File: config.mk
export PLATFORM = sky130hd
export DESIGN_NAME = wavetable_read_arbiter_flat
export DESIGN_NICKNAME = d
export VERILOG_FILES = /design/src/rtl/wavetable_read_arbiter_pkg.sv /design/src/rtl/wavetable_read_arbiter_if.sv /design/src/rtl/wavetable_read_arbiter_rr_picker.sv /design/src/rtl/wavetable_read_arbiter.sv /design/src/flat_wrapper.sv
export SDC_FILE = /design/constraint.sdc
export NUM_CORES = 1
export LEC_CHECK = 0
export BUFFER_PORTS_ARGS = -buffer_cell sky130_fd_sc_hd__buf_2
export CAP_MARGIN = 20
export CORE_ASPECT_RATIO = 1.2
export CORE_UTILIZATION = 52
export CTS_CLUSTER_SIZE = 14
export DETAILED_ROUTE_END_ITERATION = 8
export GPL_ROUTABILITY_DRIVEN = 0
export PLACE_DENSITY_LB_ADDON = 0.05
export SLEW_MARGIN = 10
export SYNTH_ARGS = -nofsm -noshare
export SYNTH_HDL_FRONTEND = slang
export SYNTH_SLANG_ARGS = --single-unit
File: constraint.sdc
create_clock -name clock_50_000_000 -period 8.5 [get_ports clock_50_000_000]
set_clock_uncertainty 0.1 [all_clocks]
set_input_delay 0.85 -clock clock_50_000_000 [delete_from_list [all_inputs] [get_ports clock_50_000_000]]
set_output_delay 0.85 -clock clock_50_000_000 [all_outputs]
set_load 0.05 [all_outputs]
File: src/rtl/wavetable_read_arbiter_pkg.sv
// Shared types and default sizing for the wavetable ROM read arbiter.
package wavetable_read_arbiter_pkg;

  localparam int unsigned DefaultPipelineCount = 4;
  localparam int unsigned DefaultTableSelWidth = 2;
  localparam int unsigned DefaultAddrWidth     = 10;
  localparam int unsigned DefaultDataWidth     = 24;
  localparam int unsigned DefaultReadLatency   = 1;

  typedef struct packed {
    logic [DefaultTableSelWidth-1:0] table_sel;
    logic [DefaultAddrWidth-1:0]     addr;
  } wt_req_t;

  typedef logic [DefaultPipelineCount-1:0] owner_t;

endpackage

File: src/rtl/wavetable_read_arbiter_if.sv
// Request/response and ROM-side signal bundle; slave is the arbiter, master is pipelines plus ROM.
interface wavetable_read_arbiter_if
  import wavetable_read_arbiter_pkg::*;
#(
  parameter int unsigned PIPELINE_COUNT  = DefaultPipelineCount,
  parameter int unsigned TABLE_SEL_WIDTH = DefaultTableSelWidth,
  parameter int unsigned ADDR_WIDTH      = DefaultAddrWidth,
  parameter int unsigned DATA_WIDTH      = DefaultDataWidth
);
  logic [PIPELINE_COUNT-1:0]                      req;
  logic [PIPELINE_COUNT-1:0][TABLE_SEL_WIDTH-1:0] req_table;
  logic [PIPELINE_COUNT-1:0][ADDR_WIDTH-1:0]      req_addr;
  logic [PIPELINE_COUNT-1:0]                      grant;
  logic [PIPELINE_COUNT-1:0]                      rsp_valid;
  logic [DATA_WIDTH-1:0]                          rsp_data;
  logic                                           mem_en;
  logic [TABLE_SEL_WIDTH-1:0]                     mem_table;
  logic [ADDR_WIDTH-1:0]                          mem_addr;
  logic [DATA_WIDTH-1:0]                          mem_rdata;
  logic [7:0]                                     max_wait;

  modport slave (
    input  req, req_table, req_addr, mem_rdata,
    output grant, rsp_valid, rsp_data, mem_en, mem_table, mem_addr, max_wait
  );

  modport master (
    output req, req_table, req_addr, mem_rdata,
    input  grant, rsp_valid, rsp_data, mem_en, mem_table, mem_addr, max_wait
  );
endinterface

File: src/rtl/wavetable_read_arbiter_rr_picker.sv
// Combinational round-robin select: first requester at or after rr_ptr, wrapping.
module wavetable_read_arbiter_rr_picker #(
  parameter  int unsigned PIPELINE_COUNT = 4,
  localparam int unsigned PtrW           = $clog2(PIPELINE_COUNT)
) (
  input  logic [PIPELINE_COUNT-1:0] req,
  input  logic [PtrW-1:0]           rr_ptr,
  output logic [PIPELINE_COUNT-1:0] winner_oh,
  output logic [PtrW-1:0]           winner_idx,
  output logic                      any
);
  int unsigned idx;

  always_comb begin
    winner_oh  = '0;
    winner_idx = '0;
    any        = 1'b0;
    idx        = 0;
    for (int unsigned i = 0; i < PIPELINE_COUNT; i++) begin
      idx = int'(rr_ptr) + i;
      if (idx >= PIPELINE_COUNT) idx = idx - PIPELINE_COUNT;
      if (!any && req[idx]) begin
        any            = 1'b1;
        winner_oh[idx] = 1'b1;
        winner_idx     = PtrW'(idx);
      end
    end
  end
endmodule

File: src/rtl/wavetable_read_arbiter.sv
// Shares one synchronous wavetable ROM among several pipelines; returns each sample to its owner.
// Optional wait statistics are enabled by defining WT_ARB_STATS_EN.
module wavetable_read_arbiter
  import wavetable_read_arbiter_pkg::*;
#(
  parameter int unsigned PIPELINE_COUNT  = DefaultPipelineCount,
  parameter int unsigned TABLE_SEL_WIDTH = DefaultTableSelWidth,
  parameter int unsigned ADDR_WIDTH      = DefaultAddrWidth,
  parameter int unsigned DATA_WIDTH      = DefaultDataWidth,
  parameter int unsigned READ_LATENCY    = DefaultReadLatency
) (
  input logic                     clock_50_000_000,
  input logic                     reset_l,
  wavetable_read_arbiter_if.slave bus
);
  localparam int unsigned PtrW = $clog2(PIPELINE_COUNT);

  logic [PIPELINE_COUNT-1:0] pick_oh;
  logic [PtrW-1:0]           pick_idx;
  logic                      pick_any;
  logic [PtrW-1:0]           rr_ptr_q, rr_ptr_d;

  wavetable_read_arbiter_rr_picker #(
    .PIPELINE_COUNT(PIPELINE_COUNT)
  ) u_rr_picker (
    .req       (bus.req),
    .rr_ptr    (rr_ptr_q),
    .winner_oh (pick_oh),
    .winner_idx(pick_idx),
    .any       (pick_any)
  );

  assign bus.grant = pick_oh;

  logic                       mem_en_q;
  logic [TABLE_SEL_WIDTH-1:0] mem_table_q, mem_table_d;
  logic [ADDR_WIDTH-1:0]      mem_addr_q, mem_addr_d;

  // Owner tags ride alongside the read; slot READ_LATENCY lines up with mem_rdata.
  logic [READ_LATENCY:0][PIPELINE_COUNT-1:0] tag_q, tag_d;
  logic [PIPELINE_COUNT-1:0]                 rsp_valid_q;
  logic [DATA_WIDTH-1:0]                     rsp_data_q, rsp_data_d;

  always_comb begin
    rr_ptr_d    = rr_ptr_q;
    mem_table_d = mem_table_q;
    mem_addr_d  = mem_addr_q;
    if (pick_any) begin
      rr_ptr_d    = (pick_idx == PtrW'(PIPELINE_COUNT - 1)) ? '0 : pick_idx + 1'b1;
      mem_table_d = bus.req_table[pick_idx];
      mem_addr_d  = bus.req_addr[pick_idx];
    end
    tag_d      = {tag_q[READ_LATENCY-1:0], pick_oh};
    rsp_data_d = (|tag_q[READ_LATENCY]) ? bus.mem_rdata : rsp_data_q;
  end

  always_ff @(posedge clock_50_000_000 or negedge reset_l) begin
    if (!reset_l) begin
      rr_ptr_q    <= '0;
      mem_en_q    <= 1'b0;
      mem_table_q <= '0;
      mem_addr_q  <= '0;
      tag_q       <= '0;
      rsp_valid_q <= '0;
      rsp_data_q  <= '0;
    end else begin
      rr_ptr_q    <= rr_ptr_d;
      mem_en_q    <= pick_any;
      mem_table_q <= mem_table_d;
      mem_addr_q  <= mem_addr_d;
      tag_q       <= tag_d;
      rsp_valid_q <= tag_q[READ_LATENCY];
      rsp_data_q  <= rsp_data_d;
    end
  end

  assign bus.mem_en    = mem_en_q;
  assign bus.mem_table = mem_table_q;
  assign bus.mem_addr  = mem_addr_q;
  assign bus.rsp_valid = rsp_valid_q;
  assign bus.rsp_data  = rsp_data_q;

`ifdef WT_ARB_STATS_EN
  logic [PIPELINE_COUNT-1:0][7:0] wait_q, wait_d;
  logic [7:0]                     max_wait_q, max_wait_d;

  always_comb begin
    wait_d     = wait_q;
    max_wait_d = max_wait_q;
    for (int unsigned i = 0; i < PIPELINE_COUNT; i++) begin
      if (bus.req[i] && !pick_oh[i]) begin
        if (wait_q[i] != 8'hFF) wait_d[i] = wait_q[i] + 8'd1;
      end else begin
        wait_d[i] = '0;
      end
    end
    // Counter value sampled before it clears on this grant.
    if (pick_any && (wait_q[pick_idx] > max_wait_q)) max_wait_d = wait_q[pick_idx];
  end

  always_ff @(posedge clock_50_000_000 or negedge reset_l) begin
    if (!reset_l) begin
      wait_q     <= '0;
      max_wait_q <= '0;
    end else begin
      wait_q     <= wait_d;
      max_wait_q <= max_wait_d;
    end
  end

  assign bus.max_wait = max_wait_q;
`else
  assign bus.max_wait = 8'd0;
`endif

endmodule

File: src/flat_wrapper.sv
// flat-port wrapper written by rule: the top's interface ports become plain ports
module wavetable_read_arbiter_flat import wavetable_read_arbiter_pkg::*;
#(
  parameter int unsigned PIPELINE_COUNT  = DefaultPipelineCount,
  parameter int unsigned TABLE_SEL_WIDTH = DefaultTableSelWidth,
  parameter int unsigned ADDR_WIDTH      = DefaultAddrWidth,
  parameter int unsigned DATA_WIDTH      = DefaultDataWidth,
  parameter int unsigned READ_LATENCY    = DefaultReadLatency
)
  (clock_50_000_000, reset_l, bus_req, bus_req_table, bus_req_addr, bus_mem_rdata, bus_grant, bus_rsp_valid, bus_rsp_data, bus_mem_en, bus_mem_table, bus_mem_addr, bus_max_wait);
  wavetable_read_arbiter_if #(.PIPELINE_COUNT(PIPELINE_COUNT), .TABLE_SEL_WIDTH(TABLE_SEL_WIDTH), .ADDR_WIDTH(ADDR_WIDTH), .DATA_WIDTH(DATA_WIDTH)) bus_i ();
  input logic clock_50_000_000;
  input logic reset_l;
  input wire logic [$bits(bus_i.req)-1:0] bus_req;
  input wire logic [$bits(bus_i.req_table)-1:0] bus_req_table;
  input wire logic [$bits(bus_i.req_addr)-1:0] bus_req_addr;
  input wire logic [$bits(bus_i.mem_rdata)-1:0] bus_mem_rdata;
  output wire logic [$bits(bus_i.grant)-1:0] bus_grant;
  output wire logic [$bits(bus_i.rsp_valid)-1:0] bus_rsp_valid;
  output wire logic [$bits(bus_i.rsp_data)-1:0] bus_rsp_data;
  output wire logic [$bits(bus_i.mem_en)-1:0] bus_mem_en;
  output wire logic [$bits(bus_i.mem_table)-1:0] bus_mem_table;
  output wire logic [$bits(bus_i.mem_addr)-1:0] bus_mem_addr;
  output wire logic [$bits(bus_i.max_wait)-1:0] bus_max_wait;
  assign bus_i.req = bus_req;
  assign bus_i.req_table = bus_req_table;
  assign bus_i.req_addr = bus_req_addr;
  assign bus_i.mem_rdata = bus_mem_rdata;
  assign bus_grant = bus_i.grant;
  assign bus_rsp_valid = bus_i.rsp_valid;
  assign bus_rsp_data = bus_i.rsp_data;
  assign bus_mem_en = bus_i.mem_en;
  assign bus_mem_table = bus_i.mem_table;
  assign bus_mem_addr = bus_i.mem_addr;
  assign bus_max_wait = bus_i.max_wait;
  wavetable_read_arbiter #(.PIPELINE_COUNT(PIPELINE_COUNT), .TABLE_SEL_WIDTH(TABLE_SEL_WIDTH), .ADDR_WIDTH(ADDR_WIDTH), .DATA_WIDTH(DATA_WIDTH), .READ_LATENCY(READ_LATENCY)) u_core (.clock_50_000_000(clock_50_000_000), .reset_l(reset_l), .bus(bus_i));
endmodule
==> flow_summary_export.csv, run 1 <==
group,metric,value,unit
global_route,track_usage,0.233,
sta,fin_crit_sh,0.494,
run,drv_cap,0,
synth,syn_area,3180,um^2
worst_hold_path,hold_class,"flip-flop to flip-flop",
sta,final_hold_viol_count,0,
synth,synth-compound-area-share,0.187,
final_layout,nNetsFinal,469,
floorplan,start_util,0.550,
critical_path,critPathRequiredTime,7.55,ns
synth,postSynthCellCount,276,
critical_path,endpoint_kind,"output port",
global_route,grt_max_degree,52,
drt,drt_pass1_iterations,4,
final_layout,instances_no_fill,463,
synth,synth.distinct_cells,40,
final_layout,fillers,524,
drt,initialDrtViolationCount,86,
sta,rsz0062_at_grt,"no",
global_route,grt_antenna_before_repair,0,
synth,synthFlopType,"dfrtp_1",
final_layout,drive_above_1_share,0.514,
critical_path,worstSetupPathType,"flip-flop to output port",
sta,maxSlewViolCount,0,
drt,route.detailed.wl_per_inst,15.9,um
cts,cts_tree,"yes",
sta,period_minus_slack,4.20,ns
cts,cts_buffers,5,
synth,synthSimpleGateAreaFrac,0.0791,
synth,synth_edf_count,0,
floorplan,die-height,87.7,um
final_layout,diodes,0,
synth,async_flop_share,1.00,
drt,route.detailed.drc,0,
placement,port_buffers,122,
cts,insertion_delay,0.30,ns
cts,cts.clk_slew.worst_paths,0.09,ns
sta,max_freq,0.238,GHz
floorplan,core-area,5780,um^2
placement,dp.cells,456,
synth,synthMuxAreaShare,0.224,
cts,cts.sinks,51,
global_route,gr-total-overflow,0,
sta,setup_tns,0,ns
synth,ys_seq_elements,51,
drt,wirelength,7380,um
synth,yosysWarnings,0,
global_route,grt_pass1_vias,2376,
synth,avgSynthCellArea,11.5,um^2
sta,worst_pin_slew,0.930,ns
floorplan,die_w,73.4,um
cts,postCtsSetupBuffers,0,
floorplan,die-area,6430,um^2
synth,synth_xor_area_frac,0.00551,
critical_path,critPathMaxFanout,44,
critical_path,start_kind,"flip-flop",
drt,viasPerCell,5.59,
synth,synth_top_family_by_area,"multiplexers",
synth,synth-adder-area-share,0.0315,
cts,cts_hold_buf,0,
sta,slew_headroom,0.378,
run_status,status,"finished, final reports clean",
floorplan,rows,30,
placement,hpwl,5380,um
drt,num_vias,2589,
final_layout,post-route-util,0.666,
critical_path,arrival,3.25,ns
cts,clockBufferDepth,2,
final_layout,syn_to_final_growth,21.1,%
cts,cts_resized,0,
global_route,grt_pass1_wl,11600,um
drt,ant_nets,0,
cts,htree_levels,2,
cts,clockRootBuffer,"clkbuf_8",
sta,setup_viol,0,
synth,synth_seq_area_share,0.401,
floorplan,ios,131,
per-stage QoR:
stage / cell area [um^2] / worst slack [ns] / hold WS, ns
3_5_place_dp: 3740 / 4.58 / 0.235
4_1_cts: 3850 / 4.25 / 0.256
3_3_place_gp: 3740 / 4.69 / 0.232
6_report: 3850 / 4.30 / 0.253
5_1_grt: 3850 / 4.02 / 0.264
2_1_floorplan: 3210 / 5.03 / 0.231
cells in the final DEF, fill, tap and decap left out, drive strengths merged, types with 2 or more instances in the layout:
master  count
buf       126
dfrtp      51
mux2       39
mux2i      18
a21oi      14
o31ai      13
o22ai      13
or3        12
nor3       12
a211o      12
nor2        9
a22oi       8
ha          8
conb        8
o21ai       7
nand2       5
clkbuf      5
inv         3
mux4        3
nor2b       3
o211ai      3
xor2        2
synthesized netlist by cell type, types with 5 or more instances:
| cell | instances | area share |
|---|---|---|
| mux2_4 | 7 | 0.033 |
| mux2i_1 | 18 | 0.057 |
| ha_1 | 8 | 0.031 |
| a22oi_1 | 8 | 0.019 |
| nand2_1 | 5 | 0.0059 |
| o31ai_1 | 13 | 0.031 |
| buf_4 | 13 | 0.031 |
| a211o_1 | 12 | 0.033 |
| mux2_2 | 32 | 0.11 |
| nor3_1 | 12 | 0.019 |
| a21oi_1 | 7 | 0.011 |
| dfrtp_1 | 51 | 0.40 |
| or3_1 | 12 | 0.024 |
| nor2_1 | 7 | 0.0083 |
| o21ai_0 | 7 | 0.011 |
| o22ai_1 | 6 | 0.012 |
| clkbuf_1 | 8 | 0.0094 |
| a21oi_2 | 7 | 0.019 |
| o22ai_2 | 7 | 0.028 |
| buf_2 | 8 | 0.013 |
cells by family after synthesis:
logic type | Yosys count
AO/OA/AOI/OAI | 75
multiplexers | 60
other | 1
XOR/XNOR | 2
adder cells (fa/ha/maj) | 8
AND/OR/NAND/NOR | 43
buffers and inverters | 36
flip-flops | 51
final timing paths:
check                           depth (start not counted)  slack [ns]                             endpoint                      startpoint
worst min register to register                          0        0.25            u_core.tag_q[5]$_DFF_PN0_       u_core.tag_d[5]$_DFF_PN0_
worst min-delay path                                    0        0.25            u_core.tag_q[5]$_DFF_PN0_       u_core.tag_d[5]$_DFF_PN0_
min in group asynchronous                               2        0.56            u_core.tag_q[7]$_DFF_PN0_                         reset_l
worst max register to register                          9        4.83   u_core.bus.mem_addr[0]$_DFFE_PN0P_  u_core.rr_ptr_q[0]$_DFFE_PN0P_
worst max-delay path                                    8        4.30                         bus_grant[3]  u_core.rr_ptr_q[0]$_DFFE_PN0P_
max in group asynchronous                               2        7.31  u_core.bus.rsp_data[18]$_DFFE_PN0P_                         reset_l
layout make-up:
type	count	area (um^2)	area share
Multi-Input combinational cell	196	1710	0.445
Sequential cell	51	1280	0.332
Timing Repair Buffer	126	641	0.166
Tap cell	80	100	0.0260
Clock buffer	5	68.8	0.0179
Clock inverter	2	37.5	0.00975
Inverter	3	11.3	0.00293
registers in the layout, summed over array words and instances (netlist names):
| signal | flops |
|---|---|
| u_core.bus.mem_addr | 10 |
| u_core.bus.mem_table | 2 |
| u_core.bus.mem_en | 1 |
| u_core.tag_q | 4 |
| u_core.tag_d | 4 |
| u_core.rr_ptr_q | 2 |
| u_core.bus.rsp_valid | 4 |
| u_core.bus.rsp_data | 24 |
worst max-delay path, cell delays in order (launching register included):
cell	delay, ns
dfrtp_1	0.33
buf_4	0.40
inv_1	0.22
ha_1	0.49
mux4_2	0.67
nor2b_4	0.22
a22oi_1	0.09
o21ai_0	0.21
buf_2	0.31
layer usage:
layer / vias up / share of wire / track usage
met5: - / 0 / 0
met4: 0 / 0.0091 / 0.0682
met3: 4 / 0.070 / 0.0506
met2: 120 / 0.48 / 0.387
met1: 1233 / 0.44 / 0.306
li1: 1232 / - / -
Power of run 1 is not shown: default switching activity piles up to over one toggle a cycle in this logic, so the estimate is an artifact.
==> run 2, diff against run 1 <==
Settings changed: ABC_AREA set to 1, CORE_UTILIZATION 52 to 48.
Clock period 8.5 ns to 4.05 ns, I/O delays scaled along.
==> flow_summary_export.csv, run 2 <==
group,metric,value,unit
run_status,status,"finished, final reports clean",
floorplan,ios,131,
critical_path,critPathRequiredTime,3.54,ns
synth,synth_top_area_share,0.419,
critical_path,critPathMaxFanout,13,
floorplan,core-area,6090,um^2
cts,cts_hold_buf,0,
synth,ys_seq_elements,51,
synth,postSynthCellCount,366,
final_layout,fillers,554,
final_layout,post-route-util,0.612,
sta,max_freq,0.319,GHz
final_layout,area.sequential,1280,um^2
sta,slew_headroom,0.374,
final_layout,largest_register_ff_count,24,
floorplan,die-area,6660,um^2
drt,viasPerCell,4.78,
final_layout,diodes,0,
critical_path,critical_path.cell_chain,"inv_6 -> ha_1 -> inv_1 -> nand2_1 -> nand2_2 -> nor2_8 -> nand3_4 -> inv_2 -> nand2_1 -> o2111ai_1 -> buf_2",
sta,setup_tns,0,ns
critical_path,endpoint_kind,"output port",
drt,initialDrtViolationCount,97,
sta,worst_pin_slew,0.937,ns
synth,yosysWarnings,0,
sta,period_minus_slack,3.13,ns
floorplan,die_w,74.7,um
synth,ys_top_cells_by_area,"dfrtp_1 (42%), nand2_1 (13%), mux2_2 (8.9%)",
cts,htree_levels,2,
sta,rsz0062_at_grt,"no",
drt,wirelength,6480,um
synth,avgSynthCellArea,8.31,um^2
placement,hpwl,4790,um
worst_hold_path,hold_class,"primary input to asynchronous set/reset pin",
synth,synthFlopType,"dfrtp_1",
synth,synth.distinct_cells,27,
global_route,track_usage,0.200,
final_layout,nNetsFinal,561,
floorplan,rows,31,
placement,port_buffers,122,
critical_path,crit_family,"flip-flops",
placement,dp.cells,550,
final_layout,syn_to_final_growth,22.5,%
final_layout,final_common_cell,"buf_2",
critical_path,crit_buf_inv,4,
critical_path,cp_common_cell,"nand2_1",
final_layout,drive_above_1_share,0.363,
floorplan,die-height,89.2,um
global_route,grt_pass1_wl,10400,um
cts,postCtsSetupBuffers,0,
drt,drt_pass1_iterations,4,
final_layout,instances_no_fill,558,
run,drv_cap,0,
drt,route.detailed.drc,0,
floorplan,start_util,0.500,
critical_path,worstSetupPathType,"flip-flop to output port",
cts,cts.sinks,51,
final_layout,layout_common_cells,"buf_2 (121), nand2_1 (105), inv_1 (60)",
synth,synth_edf_count,0,
critical_path,max_stage_delay,0.70,ns
synth,synth_seq_area_share,0.419,
synth,synth_common_cells,"nand2_1 (105), inv_1 (60), dfrtp_1 (51), nand3_1 (33), nand4_1 (25)",
global_route,gr-total-overflow,0,
synth,syn_area,3040,um^2
critical_path,arrival,2.63,ns
final_layout,multi_input_area,1350,um^2
critical_path,start_kind,"flip-flop",
cts,cts_resized,0,
sta,setup_viol,0,
drt,ant_nets,0,
sta,fin_crit_sh,0.773,
cts,insertion_delay,0.29,ns
sta,final_hold_viol_count,0,
cts,cts_tree,"yes",
cts,clockBufferDepth,2,
cts,cts_buffers,5,
global_route,grt_antenna_before_repair,0,
drt,route.detailed.wl_per_inst,11.6,um
critical_path,cp_slowest_cell,"dfrtp_1",
synth,async_flop_share,1.00,
synth,synth_area_leader_cell,"dfrtp_1",
global_route,grt_max_degree,52,
drt,num_vias,2669,
synth,yosysMostFrequentCell,"nand2_1",
global_route,grt_pass1_vias,2384,
sta,maxSlewViolCount,0,
cts,clockRootBuffer,"clkbuf_8",
cts,cts.clk_slew.worst_paths,0.09,ns
[run 2: cell types whose count changed after synthesis, sizes merged, moves of 13 or more]
cell	previous run	this run
mux2i	18	0
inv	3	64
nand3	0	39
o31ai	13	0
mux2	39	24
o22ai	13	0
nand2	5	113
a21oi	14	1
nand4	0	25
[run 2: final timing paths]
check                                                    from                                  end  slack [ns]  cells past startpoint
max in group asynchronous                             reset_l   u_core.bus.mem_addr[7]$_DFFE_PN0P_        3.41                      1
hold / removal                                        reset_l            u_core.tag_q[7]$_DFF_PN0_        0.02                      1
min in group clock_50_000_000               bus_mem_rdata[12]  u_core.bus.rsp_data[12]$_DFFE_PN0P_        0.24                      2
setup reg to reg               u_core.rr_ptr_q[0]$_DFFE_PN0P_       u_core.rr_ptr_q[1]$_DFFE_PN0P_        1.04                     10
hold reg to reg                     u_core.tag_d[5]$_DFF_PN0_            u_core.tag_q[5]$_DFF_PN0_        0.26                      0
setup / recovery               u_core.rr_ptr_q[0]$_DFFE_PN0P_                         bus_grant[3]        0.92                     11
[run 2: logic make-up (layout without fill, tap and decap cells)]
group,after synthesis,count (layout),share of synthesized area
simple gates,181,181,0.290
buf+inv,92,195,0.146
flops,51,51,0.419
mux,24,24,0.0888
fa+ha+maj,8,8,0.0329
compound gates,8,8,0.0189
other cells,1,8,0.00123
xor+xnor,1,1,0.00288
[run 2: stage by stage]
stage | instance area, um^2 | hold slack [ns] | setup WS (ns)
after floorplan | 3070 | 0.00941 | 1.67
after global placement | 3590 | 0.232 | 1.12
after detailed placement | 3590 | 0.238 | 1.09
after CTS | 3720 | 0.223 | 0.924
after global routing | 3730 | 0.0687 | 0.731
final | 3730 | 0.0213 | 0.919
[run 2: layout make-up]
| type | count | area share |
|---|---|---|
| clock buffer | 6 | 0.0195 |
| clock inverter | 2 | 0.0161 |
| inverter | 64 | 0.0658 |
| multi-input combinational | 230 | 0.362 |
| sequential | 51 | 0.343 |
| tap | 82 | 0.0275 |
| timing repair buffer | 123 | 0.167 |
[run 2: layer usage]
metal	vias up	track usage	share of wire
li1	1356	-	-
met1	1188	0.255	0.45
met2	119	0.333	0.46
met3	6	0.0406	0.076
met4	0	0.0755	0.011
met5	-	0	0
Power of run 2 is left out for the same reason.
==> run 3, diff against run 2 <==
Settings changed: ABC_AREA 1 to 0, CORE_UTILIZATION 48 to 49.
Clock period 4.05 ns to 3.2 ns, I/O delays scaled along.
==> flow_summary_export.csv, run 3 (synthesized netlist as in run 1, its figures left out) <==
group,metric,value,unit
run_status,status,"finished, final reports clean",
floorplan,rows,31,
final_layout,syn_to_final_growth,22.9,%
critical_path,critPathRequiredTime,2.78,ns
drt,wirelength,7600,um
cts,cts.sinks,51,
cts,cts.clk_slew.worst_paths,0.10,ns
drt,route.detailed.wl_per_inst,16.1,um
critical_path,worstSetupPathType,"flip-flop to output port",
floorplan,core-area,6170,um^2
sta,slew_headroom,0.451,
sta,max_freq,0.330,GHz
drt,initialDrtViolationCount,74,
cts,cts_buffers,5,
placement,hpwl,5630,um
placement,port_buffers,122,
final_layout,layout_common_cells,"buf_2 (122), dfrtp_1 (51), mux2_2 (32)",
cts,htree_levels,2,
sta,worst_pin_slew,0.824,ns
critical_path,timing.rr.start,"u_core.rr_ptr_q[1]$_DFFE_PN0P_",
final_layout,nNetsFinal,475,
final_layout,fillers,511,
critical_path,arrival,2.61,ns
cts,clockRootBuffer,"clkbuf_8",
cts,clockBufferDepth,2,
critical_path,start_kind,"flip-flop",
sta,fin_crit_sh,0.946,
floorplan,die-height,90.2,um
run,drv_cap,0,
final_layout,diodes,0,
final_layout,multi_input_area,1720,um^2
critical_path,ff2ff_path_depth,9,
cts,cts_resized,0,
sta,final_hold_viol_count,0,
sta,setup_tns,0,ns
drt,num_vias,2572,
global_route,gr-total-overflow,0,
final_layout,final_common_cell,"buf_2",
sta,period_minus_slack,3.03,ns
global_route,grt_antenna_before_repair,0,
cts,postCtsSetupBuffers,0,
floorplan,die-area,6820,um^2
floorplan,start_util,0.516,
drt,ant_nets,0,
sta,maxSlewViolCount,0,
final_layout,drive_above_1_share,0.526,
critical_path,endpoint_kind,"output port",
drt,viasPerCell,5.45,
critical_path,reg2reg_to,"u_core.bus.mem_addr[0]$_DFFE_PN0P_",
drt,drt_pass1_iterations,4,
drt,route.detailed.drc,0,
sta,setup_viol,0,
sta,rsz0062_at_grt,"no",
global_route,grt_pass1_wl,12300,um
cts,insertion_delay,0.30,ns
cts,cts_hold_buf,0,
critical_path,critPathMaxFanout,8,
final_layout,largest_register_ff_count,24,
worst_hold_path,hold_class,"primary input to asynchronous set/reset pin",
floorplan,ios,131,
floorplan,die_w,75.5,um
final_layout,area.sequential,1280,um^2
global_route,grt_max_degree,44,
global_route,track_usage,0.234,
global_route,grt_pass1_vias,2542,
critical_path,regToRegSetupSlack,0.36,ns
cts,cts_tree,"yes",
run 3: changes by cell type in the layout (fill, tap and decap cells not counted), moves of 13 or more:
cell and delta:
inv_1 -57, mux2i_1 +18, nand2_1 -100, nand3_1 -33, nand4_1 -25, o31ai_1 +13
run 3: worst max-delay path by stage:
stage / start / end / cells past startpoint
floorplan: u_core.rr_ptr_q[0]$_DFFE_PN0P_ / u_core.bus.mem_addr[2]$_DFFE_PN0P_ / 11
global placement: u_core.rr_ptr_q[0]$_DFFE_PN0P_ / u_core.bus.mem_addr[0]$_DFFE_PN0P_ / 8
detailed placement: u_core.rr_ptr_q[0]$_DFFE_PN0P_ / u_core.bus.mem_addr[0]$_DFFE_PN0P_ / 8
CTS: u_core.rr_ptr_q[1]$_DFFE_PN0P_ / bus_grant[1] / 7
global route: u_core.rr_ptr_q[1]$_DFFE_PN0P_ / bus_grant[0] / 7
finish: u_core.rr_ptr_q[1]$_DFFE_PN0P_ / bus_grant[0] / 7
run 3: metal layers:
layer	GRT usage	wire length (um)	up-vias
met3	0.0370	485	9
met4	0.0664	119	0
met2	0.397	3800	96
li1	-	-	1244
met1	0.301	3200	1223
met5	0	0	-
run 3: cell type report:
class / count / share of cell area
clock buffers: 6 / 0.0211
clock inverters: 2 / 0.00416
inverters: 3 / 0.00288
multi-input cells: 196 / 0.439
flip-flops and latches: 51 / 0.327
well taps: 82 / 0.0263
repair buffers: 132 / 0.180
run 3: stage by stage:
step                instance area (um^2)   util  worst slack, ns  instances  hold slack (ns)
global placement                    3800  0.617            0.400        464            0.233
finish                              3910  0.634            0.172        472         0.000328
global route                        3910  0.634          0.00997        472           0.0801
floorplan                           3210      -           0.0779        283          -0.0756
detailed placement                  3800  0.617            0.356        464            0.235
CTS                                 3900  0.633            0.166        472           0.0340
run 3: worst max-delay path, stage by stage (launching register included):
cell     delay (ns)
dfrtp_1        0.36
inv_1          0.09
ha_1           0.33
mux4_2         0.63
nor2b_4        0.22
a22oi_1        0.09
o21ai_0        0.26
buf_2          0.33
Power of run 3 is left out for the same reason.
